[src/rtl/pte_bu.sv]
// Page-table walker bus unit: turns one walker read/write pulse into a single
// 64-bit AHB SINGLE transfer, owning the bus through the bus_req/bus_ack handshake.
module pte_bu #(
  parameter logic [3:0]  HPROT   = 4'b0011,
  parameter int unsigned TIMEOUT = 1024
) (
  input  logic        clk,
  input  logic        rst,
  // Walker side
  input  logic        pte_rd_req,
  input  logic        pte_wr_req,
  input  logic [63:0] pte_addr,
  input  logic [63:0] pte_wdata,
  output logic        pte_busy,
  output logic        pte_ack,
  output logic        pte_err,
  output logic [63:0] pte_rdata,
  // Arbiter handshake
  output logic        bus_req,
  input  logic        bus_ack,
  // AHB master port
  output logic [63:0] haddr,
  output logic        hwrite,
  output logic [3:0]  hsize,
  output logic [2:0]  hburst,
  output logic [3:0]  hprot,
  output logic [1:0]  htrans,
  output logic        hmastlock,
  output logic [63:0] hwdata,
  input  logic        hready,
  input  logic        hresp,
  input  logic        hreset_n,
  input  logic [63:0] hrdata
);

  localparam logic [1:0] HtransIdle   = 2'b00;
  localparam logic [1:0] HtransNonseq = 2'b10;

  // Stall counter must be able to hold TIMEOUT; keep one bit when disabled.
  localparam int unsigned CntW = (TIMEOUT > 0) ? $clog2(TIMEOUT + 1) : 1;

  typedef enum logic [2:0] {
    StIdle,
    StWaitRel,
    StReq,
    StAddr,
    StData,
    StDone
  } state_e;

  state_e            state_q, state_d;
  logic              dir_q, dir_d;        // 1: write
  logic [CntW-1:0]   cnt_q, cnt_d;
  logic [63:0]       haddr_q, haddr_d;
  logic              hwrite_q, hwrite_d;
  logic [1:0]        htrans_q, htrans_d;
  logic [63:0]       hwdata_q, hwdata_d;
  logic              bus_req_q, bus_req_d;
  logic              pte_ack_q, pte_ack_d;
  logic              pte_err_q, pte_err_d;
  logic [63:0]       pte_rdata_q, pte_rdata_d;
  logic              done_err;
  logic              bad_req;
  logic              tmo_hit;

  // A request with both pulses or a non-doubleword address never touches the bus.
  assign bad_req = (pte_rd_req && pte_wr_req) || (pte_addr[2:0] != 3'b000);

  // This stall cycle would be the TIMEOUT-th one.
  assign tmo_hit = (TIMEOUT != 0) && (cnt_q == CntW'(TIMEOUT - 1));

  // Next-state logic, request latching and read-data capture.
  always_comb begin
    state_d     = state_q;
    dir_d       = dir_q;
    cnt_d       = cnt_q;
    haddr_d     = haddr_q;
    hwdata_d    = hwdata_q;
    pte_rdata_d = pte_rdata_q;
    done_err    = 1'b0;

    case (state_q)
      StIdle: begin
        if (pte_rd_req || pte_wr_req) begin
          haddr_d = pte_addr;
          dir_d   = pte_wr_req;
          if (pte_wr_req) begin
            hwdata_d = pte_wdata;
          end
          if (bad_req) begin
            state_d  = StDone;
            done_err = 1'b1;
          end else if (bus_ack) begin
            // Grant still up from the previous owner cycle; let it fall first.
            state_d = StWaitRel;
          end else begin
            state_d = StReq;
          end
        end
      end

      StWaitRel: begin
        if (!bus_ack) begin
          state_d = StReq;
        end
      end

      StReq: begin
        if (!hreset_n) begin
          state_d  = StDone;
          done_err = 1'b1;
        end else if (bus_ack) begin
          state_d = StAddr;
          cnt_d   = '0;
        end
      end

      StAddr: begin
        if (!hreset_n || !bus_ack) begin
          state_d  = StDone;
          done_err = 1'b1;
        end else if (hready) begin
          state_d = StData;
        end else if (tmo_hit) begin
          state_d  = StDone;
          done_err = 1'b1;
        end else begin
          cnt_d = cnt_q + 1'b1;
        end
      end

      StData: begin
        if (!hreset_n || !bus_ack) begin
          state_d  = StDone;
          done_err = 1'b1;
        end else if (hready) begin
          // First cycle of a two-cycle error response has hready low and is
          // simply waited out; the error is taken here.
          state_d  = StDone;
          done_err = hresp;
          if (!dir_q && !hresp) begin
            pte_rdata_d = hrdata;
          end
        end else if (tmo_hit) begin
          state_d  = StDone;
          done_err = 1'b1;
        end else begin
          cnt_d = cnt_q + 1'b1;
        end
      end

      StDone: begin
        state_d = StIdle;
      end

      default: begin
        state_d = StIdle;
      end
    endcase
  end

  // Registered outputs are computed from the state being entered.
  always_comb begin
    htrans_d  = (state_d == StAddr) ? HtransNonseq : HtransIdle;
    hwrite_d  = (state_d == StAddr) && dir_d;
    bus_req_d = (state_d == StReq) || (state_d == StAddr) || (state_d == StData);
    pte_ack_d = (state_d == StDone);
    pte_err_d = (state_d == StDone) && done_err;
  end

  // State and output registers with synchronous reset.
  always_ff @(posedge clk) begin
    if (rst) begin
      state_q     <= StIdle;
      dir_q       <= 1'b0;
      cnt_q       <= '0;
      haddr_q     <= '0;
      hwrite_q    <= 1'b0;
      htrans_q    <= HtransIdle;
      hwdata_q    <= '0;
      bus_req_q   <= 1'b0;
      pte_ack_q   <= 1'b0;
      pte_err_q   <= 1'b0;
      pte_rdata_q <= '0;
    end else begin
      state_q     <= state_d;
      dir_q       <= dir_d;
      cnt_q       <= cnt_d;
      haddr_q     <= haddr_d;
      hwrite_q    <= hwrite_d;
      htrans_q    <= htrans_d;
      hwdata_q    <= hwdata_d;
      bus_req_q   <= bus_req_d;
      pte_ack_q   <= pte_ack_d;
      pte_err_q   <= pte_err_d;
      pte_rdata_q <= pte_rdata_d;
    end
  end

  assign pte_busy  = (state_q != StIdle);
  assign pte_ack   = pte_ack_q;
  assign pte_err   = pte_err_q;
  assign pte_rdata = pte_rdata_q;
  assign bus_req   = bus_req_q;
  assign haddr     = haddr_q;
  assign hwrite    = hwrite_q;
  assign htrans    = htrans_q;
  assign hwdata    = hwdata_q;
  assign hsize     = 4'b0011;
  assign hburst    = 3'b000;
  assign hprot     = HPROT;
  assign hmastlock = 1'b0;

  // Protocol invariants of the walker and bus sides.
  a_err_with_ack: assert property (@(posedge clk) disable iff (rst) pte_err |-> pte_ack);
  a_ack_single: assert property (@(posedge clk) disable iff (rst) pte_ack |=> !pte_ack);
  a_hwrite_addr: assert property (@(posedge clk) disable iff (rst)
                                  hwrite |-> (htrans == HtransNonseq));

endmodule

[config.mk]
export PLATFORM = sky130hd
export DESIGN_NAME = pte_bu
export DESIGN_NICKNAME = d
export VERILOG_FILES = /design/src/rtl/pte_bu.sv
export SDC_FILE = /design/constraint.sdc
export NUM_CORES = 1
export LEC_CHECK = 0
export ABC_AREA = 0
export BUFFER_PORTS_ARGS = -buffer_cell sky130_fd_sc_hd__buf_2
export CAP_MARGIN = 20
export CORE_AREA = 2 2 160 162
export DETAILED_ROUTE_END_ITERATION = 12
export DIE_AREA = 0 0 162 164
export PLACE_DENSITY = 0.62
export SLEW_MARGIN = 20
export SYNTH_ARGS = -nofsm -noshare
export SYNTH_HDL_FRONTEND = slang
export SYNTH_SLANG_ARGS = --single-unit
[constraint.sdc]
create_clock -name clk -period 2.35 [get_ports clk]
set_clock_uncertainty 0.1 [all_clocks]
set_input_delay 0.235 -clock clk [delete_from_list [all_inputs] [get_ports clk]]
set_output_delay 0.235 -clock clk [all_outputs]
set_load 0.02 [all_outputs]
; After elaboration in Yosys (flattened, before gate mapping)
; Index checks and enable logic that the tools add are counted.
[totals]
ff_bits = 213
latchBits = 0
mem_bits_rw = 0
rom_bits = 0
input_bits = 200
wordCells = 79
memories = 0
[classes]
addsub = 1
n_mul = 0
n_div = 0
magnitude_cmp = 0
n_eq_ne = 14
n_shift = 0
muxes = 30
bitwise_logic = 1
n_reduce_logical = 22
[op_table]
columns = op, count
row1 = 2-to-1 mux 11 bit, 5
row2 = 2-to-1 mux 3 bit, 10
row3 = one-hot mux 11 bit (2 select lines), 1
row4 = one-hot mux 3 bit (5 select lines), 1
row5 = == test 3 x 2 -> 1 bit (second input constant), 4
row6 = adder 11 x 1 -> 11 bit (second input constant), 1
row7 = == test 11 x 10 -> 1 bit (second input constant), 1
row8 = 2-to-1 mux 1 bit, 10
row9 = != test 2 bit (second input constant), 5
row10 = == test 3 bit (second input constant), 3
row11 = AND reduction 6 bit, 1
row12 = nonzero test 3 bit, 2
row13 = logical OR 1 bit, 5
row14 = logical AND 1 bit, 4
row15 = zero test 1 bit, 4
row16 = 2-to-1 mux 2 bit, 2
row17 = one-hot mux 1 bit (4 select lines), 1
row18 = AND reduction 4 bit, 1
row19 = == test 3 x 1 -> 1 bit (second input constant), 1
row20 = zero test 3 bit, 1
row21 = AND reduction 3 bit, 1
row22 = AND reduction 2 bit, 1
row23 = nonzero test 2 bit, 1
row24 = OR reduction 2 bit, 1
row25 = inverter 1 bit, 1

; Logic depth before layout (Yosys ltp)
; Gate-level depths: netlist (run 1).
[depth]
word_depth = 8
mapped_depth = 8
mapped_depth_nobuf = 6

; Worst setup path after synthesis (run 1)
; No wires, ideal clock.
[synth_path]
kind = reg-to-reg
start = reg cnt_q[0]
end = reg pte_ack_q (netlist: pte_ack)
t_arrival_ns = 1.698
required_ns = 2.158
path_slack_ns = 0.460
path_stages_with_launch = 6
path_buffers = 0
path_cell_list = dfxtp_1 ha_1 nand4b_1 o311a_1 a221o_1 nor4_1
[synth_between]
elab_chain_len = 6
word_cells_on_any_way = 8
cone_classes = eq/ne (2) / mux (6)
[synth_lines]
columns = element, line_no
row1 = from (decl), 53  ; logic [CntW-1:0] cnt_q, cnt_d;
row2 = from (signal assigned), 188  ; cnt_q <= cnt_d;
row3 = == test 11 x 10 -> 1 bit (*), 70  ; assign tmo_hit = (TIMEOUT != 0) && (cnt_q == CntW'(TIMEOUT - 1));
row4 = 2-to-1 mux 3 bit (*), "124, 144"
row5 = 2-to-1 mux 3 bit (on tied branches), "136, 122"
row6 = 2-to-1 mux 3 bit (on tied branches), "133, 119"
row7 = one-hot mux 3 bit (5 select lines) (*), 82  ; case (state_q)
row8 = == test 3 bit (*), 167  ; pte_ack_d = (state_d == StDone);
row9 = to (signal assigned), 194  ; pte_ack_q <= pte_ack_d;
row10 = to (decl), 59  ; logic pte_ack_q, pte_ack_d;
; Every way passes the cells marked *; elsewhere a longest branch is shown, timed or not.
; A chain may end at the register's enable or synchronous reset.

; Final worst setup path (run 1)
[layout_path]
start = reg cnt_q[0]
end = reg hwrite_q (netlist: hwrite)
[layout_between]
elab_chain_len = 7
word_cells_on_any_way = 9
cone_classes = eq/ne (2) / mux (6) / reduce/logical (1)
[layout_lines]
columns = element, line_no
row1 = == test 11 x 10 -> 1 bit (*), 70
row2 = 2-to-1 mux 3 bit (*), "124, 144"
row3 = 2-to-1 mux 3 bit (on tied branches), "136, 122"
row4 = 2-to-1 mux 3 bit (on tied branches), "133, 119"
row5 = one-hot mux 3 bit (5 select lines) (*), 82
row6 = == test 3 x 2 -> 1 bit (*), 165  ; hwrite_d = (state_d == StAddr) && dir_d;
row7 = logical AND 1 bit (*), 165
row8 = to (signal assigned), 190  ; hwrite_q <= hwrite_d;
row9 = to (decl), 55  ; logic hwrite_q, hwrite_d;
; Marks and branches as above.

==> impl_metrics.toml, run 1 <==
[outcome]
outcome = "finished, final reports clean"

[place]
portBuffers = 397
hpwl_um = 17540
dp_slack_ns = 0.2165
gp_congestion = 0.8199

[logic_synthesis]
dominantRegCellSynth = "dfxtp_1"
netlist-cell-type-count = 48
avgSynthCellArea_um2 = 7.973
synth_edf_count = 0
ys_seq_elements = 212
synthCells = 973
synthAdderAreaFrac_pct = 0.1613
async_flop_share_pct = 0
synth_top_area_cell = "dfxtp_1"
yosysWarnings = 0
synth_compound_area_share_pct = 14.66
synth_xor_area_share_pct = 0.7903
synth_top_family_by_area = "simple AND/OR/NAND/NOR gates"
yosys-top-cells-area = "dfxtp_1, nand2_1, a21oi_1, buf_4, clkbuf_1"
yosysTopAreaCellShare_pct = 54.71
synthMuxAreaShare_pct = 0.2581
syn_area_mm2 = 0.007757
ys_seq_area_share_pct = 54.71
synth_simple_gate_area_share_pct = 23.95

[sta]
worstMarginPinSlew_ns = 0.5015
timing.fmax_mhz = 457.4
maxSlewHeadroom_pct = 66.31
final_max_slew_viol_count = 0
rsz0062_at_grt = "no"
tns_ns = 0
final_hold_viol_count = 0
fin_crit_ns = 2.186
setup_viol = 0
worst_slack_ns = 0.1639
fin_crit_sh_pct = 93.03

[floorplan]
core_mm2 = 0.02482
rows = 58
die_width_um = 162
pin_count = 411
die_area_mm2 = 0.02657
start_util_pct = 31.26
die_h_um = 164

[finish]
num-nets-final = 1732
syn2layout_area_growth_pct = 64.47
utilization_pct = 51.41
nFillCells = 2274
drive_gt1_share_pct = 29.76

[power_and_ir_drop]
power.leakage_nw = 5.719
vdd_ir_drop_max_v = 0.0005760
pwr_density_cell_mw_per_mm2 = 855.3

[clocking]
htreeDepth = 1
worstSkewPairLatency_ns = 0.51
cts_setup_buffers = 0
clock-sinks = 212
cts_buffer_depth = 3
root_buffer = "clkbuf_16"
cts_tree = "yes"
clk_pin_slew_ns = 0.06
cts_buffers = 25

[setup_path]
cp_slowest_cell = "dfxtp_1"
rrSetupSlack_ns = 0.16
crit_type = "register to register"
r2r_end = "hwrite"
path_buf_inv = 0
critical-path-top-delay-family = "simple AND/OR/NAND/NOR gates"
cp.required_ns = 2.64
crit_path_max_incr_delay_ns = 0.42
cp_max_fo = 6
path_cells = "ha_1, nand4b_1, o311a_1, or2b_1, a21oi_1, nor4_1"
setup.worst_path.end_class = "register"
crit_path_start_kind = "register"
reg2reg_depth = 6
r2r-start = "cnt_q[0]"
worstPathArrival_ns = 2.48

[global_routing]
antenna_found_initial = 1
track_usage_pct = 19.46
grt_max_degree = 88
grt_pass1_wl_um = 41990
grt_overflow_total = 0
first_global_vias = 8232

[min_path]
hold_path.class = "input port to register"
hold_end = "dir_q"
holdCritStartpoint = "pte_rd_req"
hold_depth = 4

[routing]
drc_errors = 0
final_antenna_net_count = 0
first_iter_violations = 669
vias = 8614
viasPerCell = 4.582
first_pass_iters = 5
routed_wl_um = 28150
detail_route.wl_per_cell_um = 14.97

[run]
drv_cap = 0
-- cell usage after synthesis, drive strengths merged (4+ instances only) --
master  instances
a21oi         196
dfxtp         212
buf            42
clkbuf         38
nand2         395
inv             4
nor2           20
nor4           10
xnor2           6
-- state kept, by name (all words and copies together) (netlist names) --
register / flops
hwrite: 1
htrans: 1
bus_req: 1
haddr: 64
state_q: 3
hwdata: 64
pte_ack: 1
dir_q: 1
cnt_q: 11
pte_rdata: 64
pte_err: 1
-- through the flow --
stage | power [W] | hold WS [ns] | std cells | instance area, um2
final | 0.01091 | 0.03524 | 1880 | 12760
after global routing | 0.01148 | 0.03135 | 1880 | 12760
after CTS | 0.01101 | 0.0001216 | 1879 | 12760
after detailed placement | 0.006931 | 0.3385 | 1641 | 10020
after global placement | 0.006894 | 0.3381 | 1641 | 10020
after floorplan | 0.005957 | 0.2710 | 984 | 7799
-- cells by family after synthesis --
family / Yosys count
adders and majority gates: 1
AOI/OAI and AO/OA: 214
other: 2
xor gates and xnor gates: 7
and+or+nand+nor: 451
DFF: 212
muxes: 2
buffers and inverters: 84
-- report_power, final --
| group | switching (W) | internal [W] |
|---|---|---|
| clock | 0.00153 | 0.00224 |
| sequential | 0.000234 | 0.00401 |
| combinational | 0.00182 | 0.00108 |
-- worst max path at each step --
stage	to	slack, ns	cells after the start	startpoint
finish	hwrite	0.16	6	cnt_q[0]
global route	hwrite	0.0007	6	cnt_q[0]
CTS	pte_busy	0.16	3	state_q[0]
detailed placement	hwrite	0.22	6	cnt_q[0]
global placement	hwrite	0.18	5	state_q[0]
floorplan	pte_ack	0.46	5	cnt_q[0]
-- routing by layer --
layer / track usage (%) / part of all wire [%]
met2: 34.31 / 49
met1: 22.69 / 40
met3: 4.470 / 7.0
met5: 0 / 0
met4: 8.327 / 3.8
-- placed cells by master, fill, tap and decap left out, types with 3 or more instances in the layout --
cell type and n:
buf_2 396, buf_12 9, nor4_1 9, nand2_1 394, clkbuf_1 5, inv_1 4
dlygate4sd3_1 193, clkinv_2 6, dfxtp_1 212, nand3b_1 3, nand3_1 3, nor2_1 19
a21oi_1 196, a21o_1 3, conb_1 13, clkbuf_16 25, xnor2_1 6, clkinv_4 3
-- timing repair --
action / CTS / global route
endpoints found under the setup margin: 0 / 0
gates resized for setup: 0 / 0
hold buffers: 193 / 0
hold endpoints to repair: 196 / 0
-- tightest hold or removal path, delay by kind of cell --
| kind | cells | cell delay (ns) |
|---|---|---|
| and+or+nand+nor | 2 | 0.15 |
| buffers and inverters | 1 | 0.14 |
| AOI/OAI and AO/OA | 1 | 0.08 |
-- cell type report --
cell class	instances	area, um2	area share (%)
timing repair buffer	600	4113	32.23
inverter	4	15.01	0.1177
multi-input combinational	688	3168	24.83
antenna	1	2.502	0.01961
sequential	212	4244	33.26
clock inverter	13	131.4	1.030
tap	330	412.9	3.236
clock buffer	32	671.9	5.266
Power figures use the tool's default switching activity.
==> inputs of run 2 (changes only) <==
==> config.mk (replaced) <==
export PLATFORM = sky130hd
export DESIGN_NAME = pte_bu
export DESIGN_NICKNAME = d
export VERILOG_FILES = /design/src/rtl/pte_bu.sv
export SDC_FILE = /design/constraint.sdc
export NUM_CORES = 1
export LEC_CHECK = 0
export ABC_AREA = 1
export BUFFER_PORTS_ARGS = -buffer_cell sky130_fd_sc_hd__buf_2
export CAP_MARGIN = 20
export CORE_AREA = 2 2 159 161
export DETAILED_ROUTE_END_ITERATION = 12
export DIE_AREA = 0 0 161 163
export PLACE_DENSITY = 0.64
export SLEW_MARGIN = 20
export SYNTH_ARGS = -nofsm -noshare
export SYNTH_HDL_FRONTEND = slang
export SYNTH_SLANG_ARGS = --single-unit
==> run 2 against run 1 <==
Clock power increased by 8.2%. First-iteration DRC count rose by 2.5%. Combinational power is 4% higher. Routed wire length down 2.3%. Sequential share of layout area fell by 0.55 points. Largest cell class unchanged.
==> impl_metrics.toml, run 2 <==
[finish]
multi_input_comb_area_mm2 = 0.003032
drive_gt1_share_pct = 29.40
final_common_cell = "buf_2"
num-nets-final = 1795
utilization_pct = 52.59
syn2layout_area_growth_pct = 60.97
final_area_mm2 = 0.01297
final_cell_mix = "buf_2, dfxtp_1, dlygate4sd3_1"
nFillCells = 2198
seqCellArea_mm2 = 0.004244
finalNonFillerCells = 1942
diodes = 0

[power_and_ir_drop]
pwr_density_cell_mw_per_mm2 = 882.6
pwr-share-clk_pct = 35.6
p_switching_w = 0.003694
internal_power_w = 0.007757
netSwitchingFraction_pct = 32.26
comb_power_share_pct = 26.4
vdd_ir_drop_max_v = 0.0006584
power.leakage_nw = 6.024
p_seq_share_pct = 38.0

[routing]
vias = 8827
detail_route.wl_per_cell_um = 14.16
drc_errors = 0
final_antenna_net_count = 0
first_pass_iters = 5
first_iter_violations = 686
viasPerCell = 4.545
routed_wl_um = 27500

[global_routing]
first_global_vias = 8541
globalRouteMet1Util_pct = 22.66
grt_overflow_total = 0
track_usage_pct = 19.82
grt.busiest_layer = "met2"
use_met3_pct = 5.424
grt_use_met2_pct = 35.15
grt_pass1_wl_um = 42800
grt_max_degree = 82
antenna_found_initial = 2

[setup_path]
crit_type = "register to register"
startpoint = "state_q[1]"
cp_max_fo = 81
cp_slowest_cell = "dfxtp_1"
crit_path_start_kind = "register"
path_cells = "nor2_4, nand2_2, nor2_2, nand3_4, buf_12, o21ai_0, a21oi_1"
setup.worst_path.end_class = "register"
crit_path_max_incr_delay_ns = 0.39
r2r-start = "state_q[1]"
cp.required_ns = 2.63
worstPathArrival_ns = 2.26

[logic_synthesis]
dominantRegCellSynth = "dfxtp_1"
netlist-cell-type-count = 31
synth_top_area_cell = "dfxtp_1"
synth_top_family_by_area = "simple AND/OR/NAND/NOR gates"
yosys-top-cells-count = "dfxtp_1, nand2_1, nor2_1"
synthMuxAreaShare_pct = 0
yosysTopAreaCellShare_pct = 52.65
ys_seq_area_share_pct = 52.65
synth_compound_area_share_pct = 17.23
async_flop_share_pct = 0
yosysWarnings = 0
syn_area_mm2 = 0.008060
synthCells = 1033
yosysMostFrequentCell = "dfxtp_1"
yosys-top-cells-area = "dfxtp_1, a21oi_1, nand2_1, nor2_1, o21ai_0"
ys_seq_elements = 212
avgSynthCellArea_um2 = 7.803
synth_xor_area_share_pct = 0.3260
synthAdderAreaFrac_pct = 0.1552
synth_simple_gate_area_share_pct = 19.20
synth_edf_count = 0

[sta]
setup_viol = 0
worstMarginPinSlew_ns = 0.8911
fin_crit_sh_pct = 84.36
maxSlewHeadroom_pct = 40.59
worst_slack_ns = 0.3675
final_hold_viol_count = 0
rsz0062_at_grt = "no"
timing.fmax_mhz = 504.4
fin_crit_ns = 1.983
final_max_slew_viol_count = 0
tns_ns = 0

[clocking]
cts_tree = "yes"
worstSkewPairLatency_ns = 0.51
root_buffer = "clkbuf_16"
cts_resized = 0
htreeDepth = 1
cts_buffers = 24
clock-sinks = 212
cts_buffer_depth = 3
clk_pin_slew_ns = 0.06

[floorplan]
die_width_um = 161
pin_count = 411
core_mm2 = 0.02467
die_area_mm2 = 0.02624
die_h_um = 163
rows = 58
start_util_pct = 32.67

[place]
portBuffers = 397
dpl_cell_area_mm2 = 0.01018
dp_slack_ns = 0.4143
gp_congestion = 0.8113
placed_cells = 1706
hpwl_um = 16680

[outcome]
outcome = "finished, final reports clean"

[min_path]
holdCritStartpoint = "hresp"
hold_path.class = "input port to register"

[run]
drv_cap = 0
[run 2: changes by cell type after synthesis, sizes merged, moves of 5 or more]
cell / before / now
nand2: 395 / 177
nor4: 10 / 0
nor2: 20 / 162
inv: 4 / 91
xnor2: 6 / 1
nand3: 3 / 24
buf: 42 / 56
o21ai: 1 / 135
a21oi: 196 / 139
clkbuf: 38 / 21
[run 2: critical path: cells and delay by family (launching register included)]
kind	cells	cell delay, ns
simple gates	4	0.73
flops	1	0.39
buf+inv	1	0.32
compound gates	2	0.27
[run 2: cell families (layout without fill, tap and decap cells)]
| logic type | Yosys count | after routing |
|---|---|---|
| and+or+nand+nor | 372 | 372 |
| AOI/OAI and AO/OA | 275 | 275 |
| buffers and inverters | 168 | 736 |
| DFF | 212 | 212 |
| xor gates and xnor gates | 3 | 3 |
| other | 2 | 13 |
| adders and majority gates | 1 | 1 |
[run 2: path summary, 6_finish.rpt]
path | slack [ns] | endpoint | depth (start not counted)
setup / recovery | 0.37 | pte_rdata[0] | 7
hold / removal | 0.03 | pte_err | 5
setup reg to reg | 0.37 | pte_rdata[0] | 7
hold reg to reg | 0.34 | pte_rdata[63] | 2
[run 2: per-stage QoR]
step | hold WS (ns) | total power [W]
detailed placement | 0.3315 | 0.007143
global route | 0.06515 | 0.01205
floorplan | 0.2699 | 0.006176
CTS | 0.01376 | 0.01152
finish | 0.03023 | 0.01145
global placement | 0.3276 | 0.007116
[run 2: final cells by class]
type                            instances  area share (%)
Sequential cell                       212           32.71
Clock buffer                           34           5.313
Timing Repair Buffer                  601           31.40
Tap cell                              330           3.182
Clock inverter                         10           1.389
Inverter                               91           2.642
Multi-Input combinational cell        664           23.37
[run 2: repair_timing]
action | 4_1_cts | 5_1_grt
endpoints found under the hold margin | 192 | 0
hold buffers | 192 | 0
setup buffers | 0 | 0
[run 2: power groups by stage]
stage	combinational, W	sequential, W	clock, W
2_1_floorplan	0.00120	0.00497	0
3_3_place_gp	0.00273	0.00439	0
3_5_place_dp	0.00275	0.00440	0
4_1_cts	0.00300	0.00433	0.00419
5_1_grt	0.00332	0.00440	0.00433
6_report	0.00302	0.00435	0.00408
[run 2: metal layers]
layer / up-vias / part of all wire (%) / wire length [um]
met5: - / 0.047 / 13
met4: 2 / 3.5 / 954
met3: 75 / 8.0 / 2192
met2: 372 / 49 / 13340
met1: 3980 / 40 / 11000
li1: 4398 / - / -
==> inputs of run 3 (changes only) <==
==> constraint.sdc (replaced) <==
create_clock -name clk -period 2 [get_ports clk]
set_clock_uncertainty 0.1 [all_clocks]
set_input_delay 0.2 -clock clk [delete_from_list [all_inputs] [get_ports clk]]
set_output_delay 0.2 -clock clk [all_outputs]
set_load 0.02 [all_outputs]
==> run 3 against run 2 <==
Via count up 0.62%. Register-to-register slack worse by 0.18 ns. Die area stayed put. Routed wire length shrank 0.50%. Maximum frequency increased by 9.6%. Clock-buffer cell count shrank 1. Critical path depth increased by 1. Worst setup slack got worse by 0.18 ns. Global-route usage decreased by 0.13 points. Final cell count is 0.31% higher. Hold slack improved by 0.014 ns. First-iteration DRC count shrank 16%. Highest routed layer unchanged.
==> impl_metrics.toml, run 3 (synthesis gave the netlist of run 2 again) <==
[global_routing]
grt_pass1_wl_um = 42600
grt_max_degree = 78
antenna_found_initial = 3
track_usage_pct = 19.69
first_global_vias = 8711
grt_overflow_total = 0

[routing]
viasPerCell = 4.560
first_pass_iters = 5
routed_wl_um = 27360
detail_route.wl_per_cell_um = 14.05
first_iter_violations = 579
final_antenna_net_count = 0
drc_errors = 0
vias = 8882

[finish]
syn2layout_area_growth_pct = 61.10
seqCellArea_mm2 = 0.004244
final_common_cell = "buf_2"
drive_gt1_share_pct = 29.70
final_cell_mix = "buf_2, dfxtp_1, dlygate4sd3_1"
final_area_mm2 = 0.01299
num-nets-final = 1800
multi_input_comb_area_mm2 = 0.003032
nFillCells = 2199

[setup_path]
startpoint = "cnt_q[0]"
setup.worst_path.end_class = "register"
crit_end = "cnt_q[0]"
worstPathArrival_ns = 2.07
crit_path_start_kind = "register"
cp_max_fo = 13
cp.required_ns = 2.26
rrSetupSlack_ns = 0.19
r2r-start = "cnt_q[0]"
reg2reg_depth = 8
r2r_end = "cnt_q[0]"
crit_type = "register to register"

[clocking]
cts_resized = 0
htreeDepth = 1
clock-sinks = 212
cts_buffer_depth = 3
root_buffer = "clkbuf_16"
worstSkewPairLatency_ns = 0.51
cts_setup_buffers = 0
cts_tree = "yes"
clk_pin_slew_ns = 0.06
cts_buffers = 25

[power_and_ir_drop]
internal_power_w = 0.008817
p_switching_w = 0.004387
comb_power_share_pct = 27.1
p_seq_share_pct = 38.6
vdd_ir_drop_max_v = 0.0007894
pwr_density_cell_mw_per_mm2 = 1017
pwr-share-clk_pct = 34.3
power.leakage_nw = 6.032
netSwitchingFraction_pct = 33.22

[sta]
tns_ns = 0
timing.fmax_mhz = 552.7
final_hold_viol_count = 0
fin_crit_ns = 1.809
worstMarginPinSlew_ns = 0.8314
maxSlewHeadroom_pct = 44.57
setup_viol = 0
fin_crit_sh_pct = 90.47
final_max_slew_viol_count = 0
rsz0062_at_grt = "no"

[floorplan]
start_util_pct = 32.67
core_mm2 = 0.02467
die_area_mm2 = 0.02624
die_width_um = 161
pin_count = 411
rows = 58
die_h_um = 163

[place]
hpwl_um = 16960
portBuffers = 397
dpl_cell_area_mm2 = 0.01022
gp_congestion = 0.8011

[outcome]
outcome = "finished, final reports clean"

[min_path]
hold_path.class = "input port to register"
holdCritStartpoint = "bus_ack"

[run]
drv_cap = 0
## run 3: timing repair
item	CTS	global route
setup endpoints to repair	0	0
hold endpoints to repair	193	0
hold buffers	193	0
## run 3: worst min path at each step
stage | to | slack (ns) | cells past startpoint
after global placement | haddr[63] | 0.32 | 3
final | cnt_q[4] | 0.04 | 4
after CTS | cnt_q[4] | 0.02 | 4
after global routing | cnt_q[8] | 0.06 | 4
after detailed placement | haddr[26] | 0.33 | 3
after floorplan | haddr[24] | 0.23 | 2
## run 3: power by group through the flow
stage	registers, W	clock network (W)	logic [W]
after floorplan	0.00584	0	0.00142
after global placement	0.00515	0	0.00322
after detailed placement	0.00516	0	0.00325
after CTS	0.00508	0.00467	0.00355
after global routing	0.00516	0.00486	0.00390
final	0.00510	0.00453	0.00358
## run 3: final cells by class
class / instances / area share, %
antenna: 2 / 0.03854
sequential: 212 / 32.68
tap: 330 / 3.180
inverter: 91 / 2.640
clock inverter: 11 / 0.9539
multi-input combinational: 664 / 23.35
clock buffer: 33 / 5.435
timing repair buffer: 605 / 31.72
## run 3: routing by layer
layer	track usage [%]	part of all wire, %	routed length, um
met5	0	0.048	13
met4	7.833	3.6	985
met3	5.908	8.6	2360
met2	34.94	48	13100
met1	22.15	40	10900
## run 3: stage by stage
stage	utilization [%]	setup slack (ns)	std cells	total power (W)	hold WS, ns
floorplan	-	0.3307	1044	0.007257	0.2349
global placement	41.41	0.2142	1709	0.008372	0.3210
detailed placement	41.41	0.1956	1709	0.008407	0.3294
CTS	52.61	0.1936	1946	0.01331	0.01661
global route	52.61	0.02057	1946	0.01392	0.06265
finish	52.63	0.1907	1948	0.01320	0.04398
## run 3: worst max-delay path, cell delays in order (launching register included)
cell and delay [ns]:
dfxtp_1 0.41, ha_1 0.23, nand2_1 0.13, nor2_4 0.15, nand3_2 0.15, nand3_4 0.17, nand2_4 0.13, o21ai_1 0.14
nor2_1 0.05
